## config.mk

```make
export PLATFORM = sky130hd
export DESIGN_NAME = mc_ctrl_unit
export DESIGN_NICKNAME = d
export VERILOG_FILES = /design/src/rtl/mc_ctrl_pkg.sv /design/src/rtl/mc_ctrl_unit_alu_decoder.sv /design/src/rtl/mc_ctrl_unit.sv
export SDC_FILE = /design/constraint.sdc
export NUM_CORES = 1
export LEC_CHECK = 0
export BUFFER_PORTS_ARGS = -buffer_cell sky130_fd_sc_hd__buf_4
export CAP_MARGIN = 15
export CORE_MARGIN = 2
export CORE_UTILIZATION = 40
export DETAILED_ROUTE_END_ITERATION = 12
export GPL_TIMING_DRIVEN = 0
export PLACE_DENSITY = 0.77
export SLEW_MARGIN = 0
export SYNTH_ARGS = -nofsm -noshare
export SYNTH_HDL_FRONTEND = slang
export SYNTH_SLANG_ARGS = --single-unit
```

## constraint.sdc

```tcl
create_clock -name clk -period 3.7 [get_ports clk]
set_clock_uncertainty 0.2 [all_clocks]
set_input_delay 0.74 -clock clk [delete_from_list [all_inputs] [get_ports clk]]
set_output_delay 0.74 -clock clk [all_outputs]
set_load 0.02 [all_outputs]
```

## src/rtl/mc_ctrl_pkg.sv

```systemverilog
// mc_ctrl_pkg: state encoding, instruction field constants and datapath select codes
package mc_ctrl_pkg;
  typedef enum logic [3:0] {
    S_FETCH, S_DECODE, S_MEMADR, S_MEMRD, S_MEMWB, S_MEMWR, S_EXEC,
    S_ALUWB, S_BRANCH, S_ADDIEX, S_ADDIWB, S_JUMP, S_JRST, S_TRAP
  } state_e;
  localparam logic [5:0] OP_R    = 6'b000000;
  localparam logic [5:0] OP_LW   = 6'b100011;
  localparam logic [5:0] OP_SW   = 6'b101011;
  localparam logic [5:0] OP_BEQ  = 6'b000100;
  localparam logic [5:0] OP_ADDI = 6'b001000;
  localparam logic [5:0] OP_J    = 6'b000010;
  localparam logic [5:0] OP_JAL  = 6'b000011;
  localparam logic [5:0] F_ADD = 6'b100000;
  localparam logic [5:0] F_SUB = 6'b100010;
  localparam logic [5:0] F_AND = 6'b100100;
  localparam logic [5:0] F_OR  = 6'b100101;
  localparam logic [5:0] F_SLT = 6'b101010;
  localparam logic [5:0] F_SLL = 6'b000000;
  localparam logic [5:0] F_SRL = 6'b000010;
  localparam logic [5:0] F_JR  = 6'b001000;
  localparam logic [3:0] ALU_AND = 4'b0000;
  localparam logic [3:0] ALU_OR  = 4'b0001;
  localparam logic [3:0] ALU_ADD = 4'b0010;
  localparam logic [3:0] ALU_SUB = 4'b0110;
  localparam logic [3:0] ALU_SLT = 4'b0111;
  localparam logic [3:0] ALU_SLL = 4'b1000;
  localparam logic [3:0] ALU_SRL = 4'b1001;
  localparam logic [1:0] PC_ALU = 2'b00;
  localparam logic [1:0] PC_BTA = 2'b01;
  localparam logic [1:0] PC_JTA = 2'b10;
  localparam logic [1:0] PC_RS  = 2'b11;
  localparam logic [1:0] SRCB_RT   = 2'b00;
  localparam logic [1:0] SRCB_4    = 2'b01;
  localparam logic [1:0] SRCB_IMM  = 2'b10;
  localparam logic [1:0] SRCB_IMM2 = 2'b11;
endpackage

```

## src/rtl/mc_ctrl_unit_alu_decoder.sv

```systemverilog
// mc_alu_decoder: R-type funct to alu_ctrl, flagging functs with no ALU operation
module mc_alu_decoder
  import mc_ctrl_pkg::*;
#(
  parameter int ALU_W = 4
) (
  input  logic [5:0]       funct_i,
  output logic [ALU_W-1:0] alu_ctrl_o,
  output logic             illegal_o
);
  logic [3:0] code;
  always_comb begin
    illegal_o = 1'b0;
    case (funct_i)
      F_ADD:   code = ALU_ADD;
      F_SUB:   code = ALU_SUB;
      F_AND:   code = ALU_AND;
      F_OR:    code = ALU_OR;
      F_SLT:   code = ALU_SLT;
      F_SLL:   code = ALU_SLL;
      F_SRL:   code = ALU_SRL;
      default: begin
        code      = ALU_ADD;
        illegal_o = 1'b1;
      end
    endcase
  end
  assign alu_ctrl_o = ALU_W'(code);
endmodule

```

## src/rtl/mc_ctrl_unit.sv

```systemverilog
// mc_ctrl_unit: multi-cycle MIPS sequencer with mem_ready handshake and access timeout.
// Define MC_ILLEGAL_TRAP_EN to park illegal instructions in a sticky TRAP state.
module mc_ctrl_unit
  import mc_ctrl_pkg::*;
#(
  parameter int TIMEOUT = 16,
  parameter int ALU_W   = 4
) (
  input  logic             clk,
  input  logic             rst,
  input  logic [5:0]       opcode,
  input  logic [5:0]       funct,
  input  logic             zero,
  input  logic             mem_ready,
  output logic             mem_re,
  output logic             mem_we,
  output logic             iord,
  output logic             ir_we,
  output logic             pc_we,
  output logic [1:0]       pc_src,
  output logic             alu_src_a,
  output logic [1:0]       alu_src_b,
  output logic [ALU_W-1:0] alu_ctrl,
  output logic             reg_dst,
  output logic             dm2reg,
  output logic             we_reg,
  output logic             jal,
  output logic             jr,
  output logic             instr_done,
  output logic             mem_err,
  output logic             illegal
);
  localparam int CW = (TIMEOUT > 1) ? $clog2(TIMEOUT) : 1;
  localparam logic [ALU_W-1:0] A_ADD = ALU_W'(ALU_ADD);
  state_e state_q, state_d;
  logic [CW-1:0] cnt_q, cnt_d;
  logic [ALU_W-1:0] fn_alu;
  logic fn_bad, wait_st, abort, op_bad;
  mc_alu_decoder #(.ALU_W(ALU_W)) u_dec (
    .funct_i   (funct),
    .alu_ctrl_o(fn_alu),
    .illegal_o (fn_bad)
  );
  assign wait_st = state_q inside {S_FETCH, S_MEMRD, S_MEMWR};
  assign abort   = (TIMEOUT > 0) && wait_st && !mem_ready && (cnt_q == CW'(TIMEOUT - 1));
  // abort re-enters FETCH without a state change, so the counter must clear explicitly
  assign cnt_d   = (wait_st && !mem_ready && !abort) ? cnt_q + CW'(1) : '0;
  assign op_bad  = !(opcode inside {OP_R, OP_LW, OP_SW, OP_BEQ, OP_ADDI, OP_J, OP_JAL}) ||
                   (opcode == OP_R && funct != F_JR && fn_bad);
  always_comb begin
    state_d    = state_q;
    mem_re     = 1'b0;
    mem_we     = 1'b0;
    iord       = 1'b0;
    ir_we      = 1'b0;
    pc_we      = 1'b0;
    pc_src     = PC_ALU;
    alu_src_a  = 1'b0;
    alu_src_b  = SRCB_RT;
    alu_ctrl   = '0;
    reg_dst    = 1'b0;
    dm2reg     = 1'b0;
    we_reg     = 1'b0;
    jal        = 1'b0;
    jr         = 1'b0;
    instr_done = 1'b0;
    mem_err    = 1'b0;
    illegal    = 1'b0;
    if (!rst) begin
      case (state_q)
        S_FETCH: begin
          mem_re    = 1'b1;
          alu_src_b = SRCB_4;
          alu_ctrl  = A_ADD;
          ir_we     = mem_ready;
          pc_we     = mem_ready;
          mem_err   = abort;
          state_d   = mem_ready ? S_DECODE : S_FETCH;
        end
        S_DECODE: begin
          alu_src_b = SRCB_IMM2;
          alu_ctrl  = A_ADD;
          if (op_bad) begin
`ifdef MC_ILLEGAL_TRAP_EN
            state_d = S_TRAP;
`else
            instr_done = 1'b1;
            state_d    = S_FETCH;
`endif
          end else begin
            state_d = (opcode == OP_LW || opcode == OP_SW) ? S_MEMADR :
                      (opcode == OP_R)    ? ((funct == F_JR) ? S_JRST : S_EXEC) :
                      (opcode == OP_BEQ)  ? S_BRANCH :
                      (opcode == OP_ADDI) ? S_ADDIEX : S_JUMP;
          end
        end
        S_MEMADR: begin
          alu_src_a = 1'b1;
          alu_src_b = SRCB_IMM;
          alu_ctrl  = A_ADD;
          state_d   = (opcode == OP_LW) ? S_MEMRD : S_MEMWR;
        end
        S_MEMRD: begin
          mem_re  = 1'b1;
          iord    = 1'b1;
          mem_err = abort;
          state_d = mem_ready ? S_MEMWB : abort ? S_FETCH : S_MEMRD;
        end
        S_MEMWB: begin
          we_reg     = 1'b1;
          dm2reg     = 1'b1;
          instr_done = 1'b1;
          state_d    = S_FETCH;
        end
        S_MEMWR: begin
          mem_we     = 1'b1;
          iord       = 1'b1;
          mem_err    = abort;
          instr_done = mem_ready;
          state_d    = (mem_ready || abort) ? S_FETCH : S_MEMWR;
        end
        S_EXEC: begin
          alu_src_a = 1'b1;
          alu_ctrl  = fn_alu;
          state_d   = S_ALUWB;
        end
        S_ALUWB: begin
          we_reg     = 1'b1;
          reg_dst    = 1'b1;
          instr_done = 1'b1;
          state_d    = S_FETCH;
        end
        S_BRANCH: begin
          alu_src_a  = 1'b1;
          alu_ctrl   = ALU_W'(ALU_SUB);
          pc_src     = PC_BTA;
          pc_we      = zero;
          instr_done = 1'b1;
          state_d    = S_FETCH;
        end
        S_ADDIEX: begin
          alu_src_a = 1'b1;
          alu_src_b = SRCB_IMM;
          alu_ctrl  = A_ADD;
          state_d   = S_ADDIWB;
        end
        S_ADDIWB: begin
          we_reg     = 1'b1;
          instr_done = 1'b1;
          state_d    = S_FETCH;
        end
        S_JUMP: begin
          pc_src     = PC_JTA;
          pc_we      = 1'b1;
          we_reg     = (opcode == OP_JAL);
          jal        = (opcode == OP_JAL);
          instr_done = 1'b1;
          state_d    = S_FETCH;
        end
        S_JRST: begin
          pc_src     = PC_RS;
          pc_we      = 1'b1;
          jr         = 1'b1;
          instr_done = 1'b1;
          state_d    = S_FETCH;
        end
        S_TRAP: begin
`ifdef MC_ILLEGAL_TRAP_EN
          illegal = 1'b1;
`endif
        end
        default: state_d = S_FETCH;
      endcase
    end
  end
  always_ff @(posedge clk) begin
    if (rst) begin
      state_q <= S_FETCH;
      cnt_q   <= '0;
    end else begin
      state_q <= state_d;
      cnt_q   <= cnt_d;
    end
  end
endmodule

```

==> results of run 1 <==
cells in the final DEF, fill, tap and decap left out, drive strengths merged:
master / instances
buf: 44
nor2: 33
nand2: 18
nor3: 9
a21oi: 9
o21ai: 8
dfxtp: 8
nand3: 6
clkbuf: 6
nand2b: 5
or3: 5
nor4: 4
a211oi: 4
nor2b: 4
inv: 3
a31oi: 3
xnor2: 2
o22ai: 2
xor2: 2
nor4b: 2
a31o: 2
or4b: 1
a41o: 1
o21a: 1
o31ai: 1
a32oi: 1
o21bai: 1
or3b: 1
or4: 1
a2111oi: 1
and2: 1
nand4: 1
mux2i: 1
and3: 1
a21o: 1
o211ai: 1
nor3b: 1
o31a: 1
ha: 1
conb: 1
worst register-to-register path: cells and delay by family, from the launching register on:
| family | cells | cell delay (ns) |
|---|---|---|
| buffers and inverters | 1 | 0.15 |
| flip-flops | 1 | 0.30 |
| AND/OR/NAND/NOR | 4 | 1.09 |
through the flow:
stage / power, W / hold WS, ns
6_report: 0.000241 / 0.249
5_1_grt: 0.000257 / 0.292
4_1_cts: 0.000244 / 0.253
3_5_place_dp: 0.000181 / 0.242
3_3_place_gp: 0.000179 / 0.232
2_1_floorplan: 0.000142 / 0.218
sequential cells by signal (all words and copies together), names as in the netlist:
signal,count
state_q,4
cnt_q,4
worst max-delay path by stage:
| stage | slack [ns] | to | cells after the start |
|---|---|---|---|
| 2_1_floorplan | 0.81 | instr_done | 4 |
| 3_3_place_gp | 0.64 | instr_done | 6 |
| 3_5_place_dp | 0.66 | instr_done | 6 |
| 4_1_cts | 0.65 | instr_done | 6 |
| 5_1_grt | 0.59 | instr_done | 7 |
| 6_report | 0.64 | instr_done | 6 |
logic make-up (layout without fill, tap and decap cells):
| group | Yosys count | count (layout) | share of synthesized area |
|---|---|---|---|
| AOI/OAI and AO/OA | 37 | 37 | 0.234 |
| adders and majority gates | 1 | 1 | 0.0123 |
| buffers and inverters | 14 | 53 | 0.0703 |
| DFF | 8 | 8 | 0.158 |
| muxes | 1 | 1 | 0.00986 |
| xor gates and xnor gates | 4 | 4 | 0.0345 |
| other | 1 | 1 | 0.00370 |
| and+or+nand+nor | 93 | 93 | 0.477 |
cells in the mapped netlist, types with 2 or more instances:
cell / number
nand3_1: 6
a21oi_1: 9
nor4_1: 4
xor2_1: 2
nor2b_1: 4
clkbuf_1: 3
xnor2_1: 2
nand2_1: 18
nor3_1: 9
buf_4: 2
a31oi_1: 3
dfxtp_1: 8
a211oi_1: 4
nor2_1: 33
inv_1: 3
buf_2: 3
nand2b_1: 5
or3_1: 3
buf_1: 2
o22ai_1: 2
or3_4: 2
o21ai_0: 8
power breakdown:
group	total (W)	internal, W	switching (W)
clock	0.0000605	0.0000367	0.0000238
combinational	0.0000906	0.0000386	0.0000520
sequential	0.0000900	0.0000888	0.00000114
total	0.000241	0.000164	0.0000769
routing by layer:
metal  part of all wire  up-vias  global-route usage  wire length (um)
li1                   -      648                   -                 -
met1               0.46      600               0.266              1310
met2               0.48       43               0.365              1370
met3              0.057        2              0.0164               164
met4             0.0049        0              0.0500                14
met5                  0        -                   0                 0
final cells by class:
type	instances	area, sq um
inverters	3	11.3
plain buffers	11	60.1
repair buffers	36	270
well taps	30	37.5
clock buffers	3	22.5
fillers	243	1090
multi-input cells	137	783
flip-flops and latches	8	160
==> metrics.md, run 1 <==
| Metric | Value |
|---|---|
| Run status | `finished, final reports clean` |
| Endpoint class of the critical path | `output port` |
| Yosys warnings | `0` |
| Reg2Reg Capture Point | `state_q[0]` |
| Die ar. | `a little under 3000 sq um` |
| Final WS setup | `~0.64 ns` |
| Worst-case reg-to-reg path depth | `5` |
| Largest net degree at the start of global routing | `11` |
| Vias per inst | `5.67` |
| PD cells | `about 180 nW/um^2` |
| CP arrival | `approximately 2.1 ns` |
| Root buf cell | `clkbuf_4` |
| # Post-CTS Setup Buffers | `0` |
| Routed Antenna Nets | `0` |
| CP max stage delay | `0.55 ns` |
| Area Overhead vs Synth | `32.6%` |
| CP required | `around 2.8 ns` |
| IR drop worst, VDD | `0.190 mV` |
| Overall die width | `between 50 and 60 um` |
| Most common flop cell mapped by yosys | `dfxtp_1` |
| Max clock buf depth | `2` |
| N_diodes | `0` |
| Worst setup SP type | `input port` |
| Routability Congestion | `between 0.9 and 1` |
| First-pass GRT wire length | `about 4.6 mm` |
| Synthesized cell area | `just over 1000 sq um` |
| Non-Filler Instances | `about 230` |
| Initial antenna violation count | `0` |
| Period utilisation layout | `0.826` |
| Top Ports | `38` |
| Critical path cell sequence | `buf_4 > or4_4 > nor3_1 > a21oi_1 > o22ai_1 > buf_4` |
| DP HPWL | `around 2.3 mm` |
| Hold buffer count at CTS | `0` |
| Hold_sp | `cnt_q[0]` |
| Net Count, Synth | `176` |
| # Max-Cap Violations | `0` |
| # setup viols final | `0` |
| Cell taking the most area after synthesis | `dfxtp_1` |
| DR WL/cell | `between 10 and 15 um` |
| Number of H-tree levels | `1` |
| Row Count | `18` |
| Mapped Cells | `159` |
| Worst Setup SP | `opcode[0]` |
| Largest cells by area after synthesis | `dfxtp_1 16%, nor2_1 12%, nand2_1 6.7%` |
| Worst hold endpoint | `cnt_q[0]` |
| Pre-CTS WS | `between 0.6 and 0.7 ns` |
| Most used cell, CP | `buf_4` |
| Remaining DRCs | `0` |
| Minimum clock period | `around 3 ns` |
| Drt pass-1 iters | `4` |
| Vias in the first global route | `approximately 1100` |
| Number of synthesized register bits | `8` |
| Critical path class | `in2out` |
| Overall Global Routing Usage | `0.206` |
| Synth top area share | `0.158` |
| Core Region | `roughly 2400 sq um` |
| LEAKAGE | `roughly 0.58 nW` |
| Final Routed Wirelength | `2.86 mm` |
| Fraction of registers with async set/reset | `0` |
| Post-CTS sizing | `0` |
| Synth Area per Inst | `between 6 and 7 sq um` |
| Setup tns final | `0 ns` |
| Utilization after layout | `0.553` |
| Number of synthesized flops with an enable pin | `0` |
| Drt first-iter violations | `26` |
| Area after DPL | `between 1000 and 1500 sq um` |
| RSZ-0062 raised after global routing | `no` |
| Fin. Hold Viols | `0` |
| Hold depth | `1` |
| CP max FO | `6` |
| CP top delay family | `simple AND/OR/NAND/NOR gates` |
| Min-delay worst type | `reg2reg` |
| Clock slew seen by the registers of the worst setup and hold paths | `~0.05 ns` |
| Reg2reg start | `state_q[0]` |
| Initial core utilization | `0.417` |
| Max Clock Freq | `0.327 GHz` |
| Cell variety after synth | `46` |
| Clk_lat worst skew | `about 0.24 ns` |
| Detailed-route via count | `about 1300` |
| Slowest stage cell, crit path | `or4_4` |
| Layout cell share with drive strength beyond 1 | `0.263` |
| CTS tree | `done` |
| Fin area | `approximately 1300 sq um` |
| Max-slew violation count | `0` |
| Buf+Inv Stages, Crit Path | `2` |
| GRT overflow | `0` |
| Number of port buffers | `36` |
| Placed cells | `roughly 230` |
| Register area share after synthesis | `0.158` |
| CTS Sinks | `8` |
| Nets | `~220` |
| Die Span Y | `54.4 um` |
| R2r setup slk | `1.92 ns` |
| CTS Buf Count | `3` |
Power figures use the tool's default switching activity.
==> run 2, diff against run 1 <==
--- a/config.mk
+++ b/config.mk
@@ -5,13 +5,14 @@
 export SDC_FILE = /design/constraint.sdc
 export NUM_CORES = 1
 export LEC_CHECK = 0
+export ABC_AREA = 1
 export BUFFER_PORTS_ARGS = -buffer_cell sky130_fd_sc_hd__buf_4
 export CAP_MARGIN = 15
 export CORE_MARGIN = 2
 export CORE_UTILIZATION = 40
 export DETAILED_ROUTE_END_ITERATION = 12
 export GPL_TIMING_DRIVEN = 0
-export PLACE_DENSITY = 0.77
+export PLACE_DENSITY = 0.8
 export SLEW_MARGIN = 0
 export SYNTH_ARGS = -nofsm -noshare
 export SYNTH_HDL_FRONTEND = slang
==> constraint.sdc (replaced) <==
create_clock -name clk -period 2.7 [get_ports clk]
set_clock_uncertainty 0.2 [all_clocks]
set_input_delay 0.54 -clock clk [delete_from_list [all_inputs] [get_ports clk]]
set_output_delay 0.54 -clock clk [all_outputs]
set_load 0.02 [all_outputs]
==> run 2 against run 1 <==
Synthesized cell count rose by 11%. Final area fell by 3.9%. Sequential power grew 39%. Highest routed layer is now met3. Sequential share of layout area rose by 0.48 points. Clock power up 41%. Cell count up 7.0%. Core utilization up 2.6 points. Critical path depth up 5. Global-route usage decreased by 2.4 points. Wire length is 15% lower. Worst setup slack lost 0.48 ns. Worst hold slack got worse by 0.0080 ns.
==> metrics.md, run 2 <==
| Metric | Value |
|---|---|
| Run status | `finished, final reports clean` |
| Final Routed Wirelength | `around 2.4 mm` |
| GRT overflow | `0` |
| IR drop worst, VDD | `0.255 mV` |
| Slowest stage cell, crit path | `nor2_1` |
| Worst-case reg-to-reg path depth | `9` |
| CTS Buf Count | `3` |
| Max-slew violation count | `0` |
| Most common cell in the netlist | `nor2_1` |
| Max Clock Freq | `roughly 0.39 GHz` |
| Most used cell, CP | `nand2_1` |
| Drt pass-1 iters | `4` |
| Register area | `between 150 and 200 sq um` |
| Routed Antenna Nets | `0` |
| Post-synthesis simple-gate area fraction | `0.533` |
| RSZ-0062 raised after global routing | `no` |
| First-pass GRT wire length | `just under 4 mm` |
| Largest cells by area after synthesis | `dfxtp_1 17%, nor2_1 16%, nand2_1 13%` |
| Endpoint class of the critical path | `output port` |
| Minimum clock period | `roughly 2.5 ns` |
| Root buf cell | `clkbuf_4` |
| CTS tree | `done` |
| Hold_sp | `cnt_q[0]` |
| Area after DPL | `~1300 sq um` |
| Worst hold endpoint | `cnt_q[0]` |
| Hold depth | `1` |
| Clock slew seen by the registers of the worst setup and hold paths | `0.05 ns` |
| Remaining DRCs | `0` |
| Setup tns final | `0 ns` |
| CP max stage delay | `between 0.15 and 0.2 ns` |
| Synth top area share | `0.167` |
| Max clock buf depth | `2` |
| # Max-Cap Violations | `0` |
| Cell variety after synth | `32` |
| Clk_lat worst skew | `approximately 0.24 ns` |
| Overall die width | `53.0 um` |
| Most common flop cell mapped by yosys | `dfxtp_1` |
| Largest registers | `cnt_q (4), state_q (4)` |
| Worst setup SP type | `input port` |
| Synth Area per Inst | `around 5.4 sq um` |
| Tot Pwr | `between 0.0003 and 0.0004 W` |
| Routability Congestion | `0.847` |
| LEAKAGE | `about 0.64 nW` |
| Initial antenna violation count | `0` |
| Compound-gate portion of the synthesized area | `0.141` |
| Initial core utilization | `0.430` |
| Number of synthesized flops with an enable pin | `0` |
| # setup viols final | `0` |
| Synth Area in XOR/XNOR | `0.0182` |
| CTS Sinks | `8` |
| Worst Setup SP | `opcode[3]` |
| Most frequent cells after synthesis | `40 x nor2_1, 34 x nand2_1, 25 x inv_1, 17 x nand3_1, 8 x dfxtp_1` |
| CP top delay family | `simple AND/OR/NAND/NOR gates` |
| Row Count | `17` |
| Buf+Inv Stages, Crit Path | `3` |
| CP max FO | `3` |
| Period utilisation layout | `0.939` |
| Fin area | `1290 sq um` |
| # Post-CTS Setup Buffers | `0` |
| Post-Synth Adder-Cell Area | `0.0130` |
| N_diodes | `0` |
| Largest net degree at the start of global routing | `11` |
| DR WL/cell | `approximately 10 um` |
| Most frequent cells in the layout | `40 x nor2_1, 37 x buf_4, 34 x nand2_1` |
| Mapped Cells | `roughly 180` |
| PD cells | `between 200 and 250 nW/um^2` |
| Detailed-route via count | `~1200` |
| Vias per inst | `4.96` |
| Min-delay worst type | `reg2reg` |
| Fill cell count | `approximately 240` |
| Core Region | `2230 sq um` |
| Layout cell share with drive strength beyond 1 | `0.250` |
| CP arrival | `approximately 1.8 ns` |
| Area Overhead vs Synth | `34.5%` |
| Post-synthesis mux area share | `0` |
| Net Count, Synth | `between 150 and 200` |
| Number of H-tree levels | `1` |
| Vias in the first global route | `1000` |
| R2r setup slk | `roughly 1.1 ns` |
| Min Hold Slack | `between 0.2 and 0.25 ns` |
| Hold buffer count at CTS | `0` |
| Drt first-iter violations | `37` |
| CP required | `1.96 ns` |
| Critical path cell sequence | `buf_4 > nor2_1 > inv_1 > nor2_1 > nand2_1 > nor2_1 > nand2_1 > nand2_1 > nand2_1 > a21oi_2 > buf_4` |
| Most common cell after layout, fill and taps aside | `nor2_1` |
| Cell taking the most area after synthesis | `dfxtp_1` |
| Reg2reg start | `state_q[2]` |
| Reg2Reg Capture Point | `state_q[0]` |
| Overall Global Routing Usage | `0.182` |
| Critical path class | `in2out` |
| Fraction of registers with async set/reset | `0` |
| Number of synthesized register bits | `8` |
| Largest family of logic cells by synthesized area | `simple AND/OR/NAND/NOR gates` |
| Number of port buffers | `36` |
| DP HPWL | `a little over 2 mm` |
| Die Span Y | `about 53 um` |
| Synthesized cell area | `slightly below 1000 sq um` |
| Nets | `about 240` |
| Yosys warnings | `0` |
| Register area share after synthesis | `0.167` |
| Die ar. | `2810 sq um` |
| Fin. Hold Viols | `0` |
| Area of the multi-input gates | `about 680 sq um` |
| Top Ports | `38` |
## run 2: cell count changes in the layout (fill, tap and decap cells not counted), sizes merged, moves of 4 or more
| cell | delta |
|---|---|
| buf | -7 |
| nor3 | -4 |
| nand2 | +19 |
| nand4 | +5 |
| nand2b | -5 |
| inv | +25 |
| nand3 | +11 |
| nor2 | +11 |
| or3 | -5 |
| nor2b | -4 |
## run 2: per-stage QoR
stage,setup slack (ns),utilization,instances
after floorplan,0.287,-,177
after global placement,0.127,0.567,241
after detailed placement,0.151,0.567,241
after CTS,0.146,0.577,244
after global routing,0.0206,0.579,244
final,0.165,0.579,244
## run 2: power by group
group          internal (W)  total (W)  switching, W
Clock             0.0000505  0.0000854     0.0000349
Sequential         0.000122   0.000125    0.00000285
Combinational     0.0000437   0.000110     0.0000668
## run 2: worst register-to-register path, cell delays in order (launching register included)
cell,delay (ns)
dfxtp_1,0.41
inv_2,0.09
nand2_1,0.12
nor2_1,0.07
nor2_1,0.19
nand3_1,0.10
o21ai_1,0.12
inv_1,0.07
o21ai_1,0.08
nand2_1,0.05
## run 2: how the worst max path moves through the flow
stage                        endpoint  cells past startpoint
final                      instr_done                     11
after CTS                  instr_done                     11
after global routing       instr_done                     11
after detailed placement   instr_done                     11
after floorplan           alu_ctrl[0]                      4
after global placement     instr_done                     11
## run 2: logic make-up after synthesis
family | after synthesis
compound gates | 21
xor+xnor | 2
other cells | 1
simple gates | 113
buf+inv | 31
flops | 8
fa+ha+maj | 1
## run 2: layout make-up
type	count	area share
multi-input combinational	138	0.530
buffer	3	0.0116
inverter	28	0.0813
tap	28	0.0271
sequential	8	0.124
timing repair buffer	36	0.209
clock buffer	3	0.0174
## run 2: what timing repair did
action                                 CTS  global route
setup endpoints to repair                0             1
endpoints found under the hold margin    0             0
gates resized for setup                  0             1
## run 2: metal layers
metal | vias to the layer above | routed length, um | global-route usage
met5 | - | 0 | 0
met4 | 0 | 0 | 0.0128
met3 | 0 | 175 | 0.0339
met2 | 38 | 1070 | 0.310
met1 | 518 | 1190 | 0.247
li1 | 655 | - | -
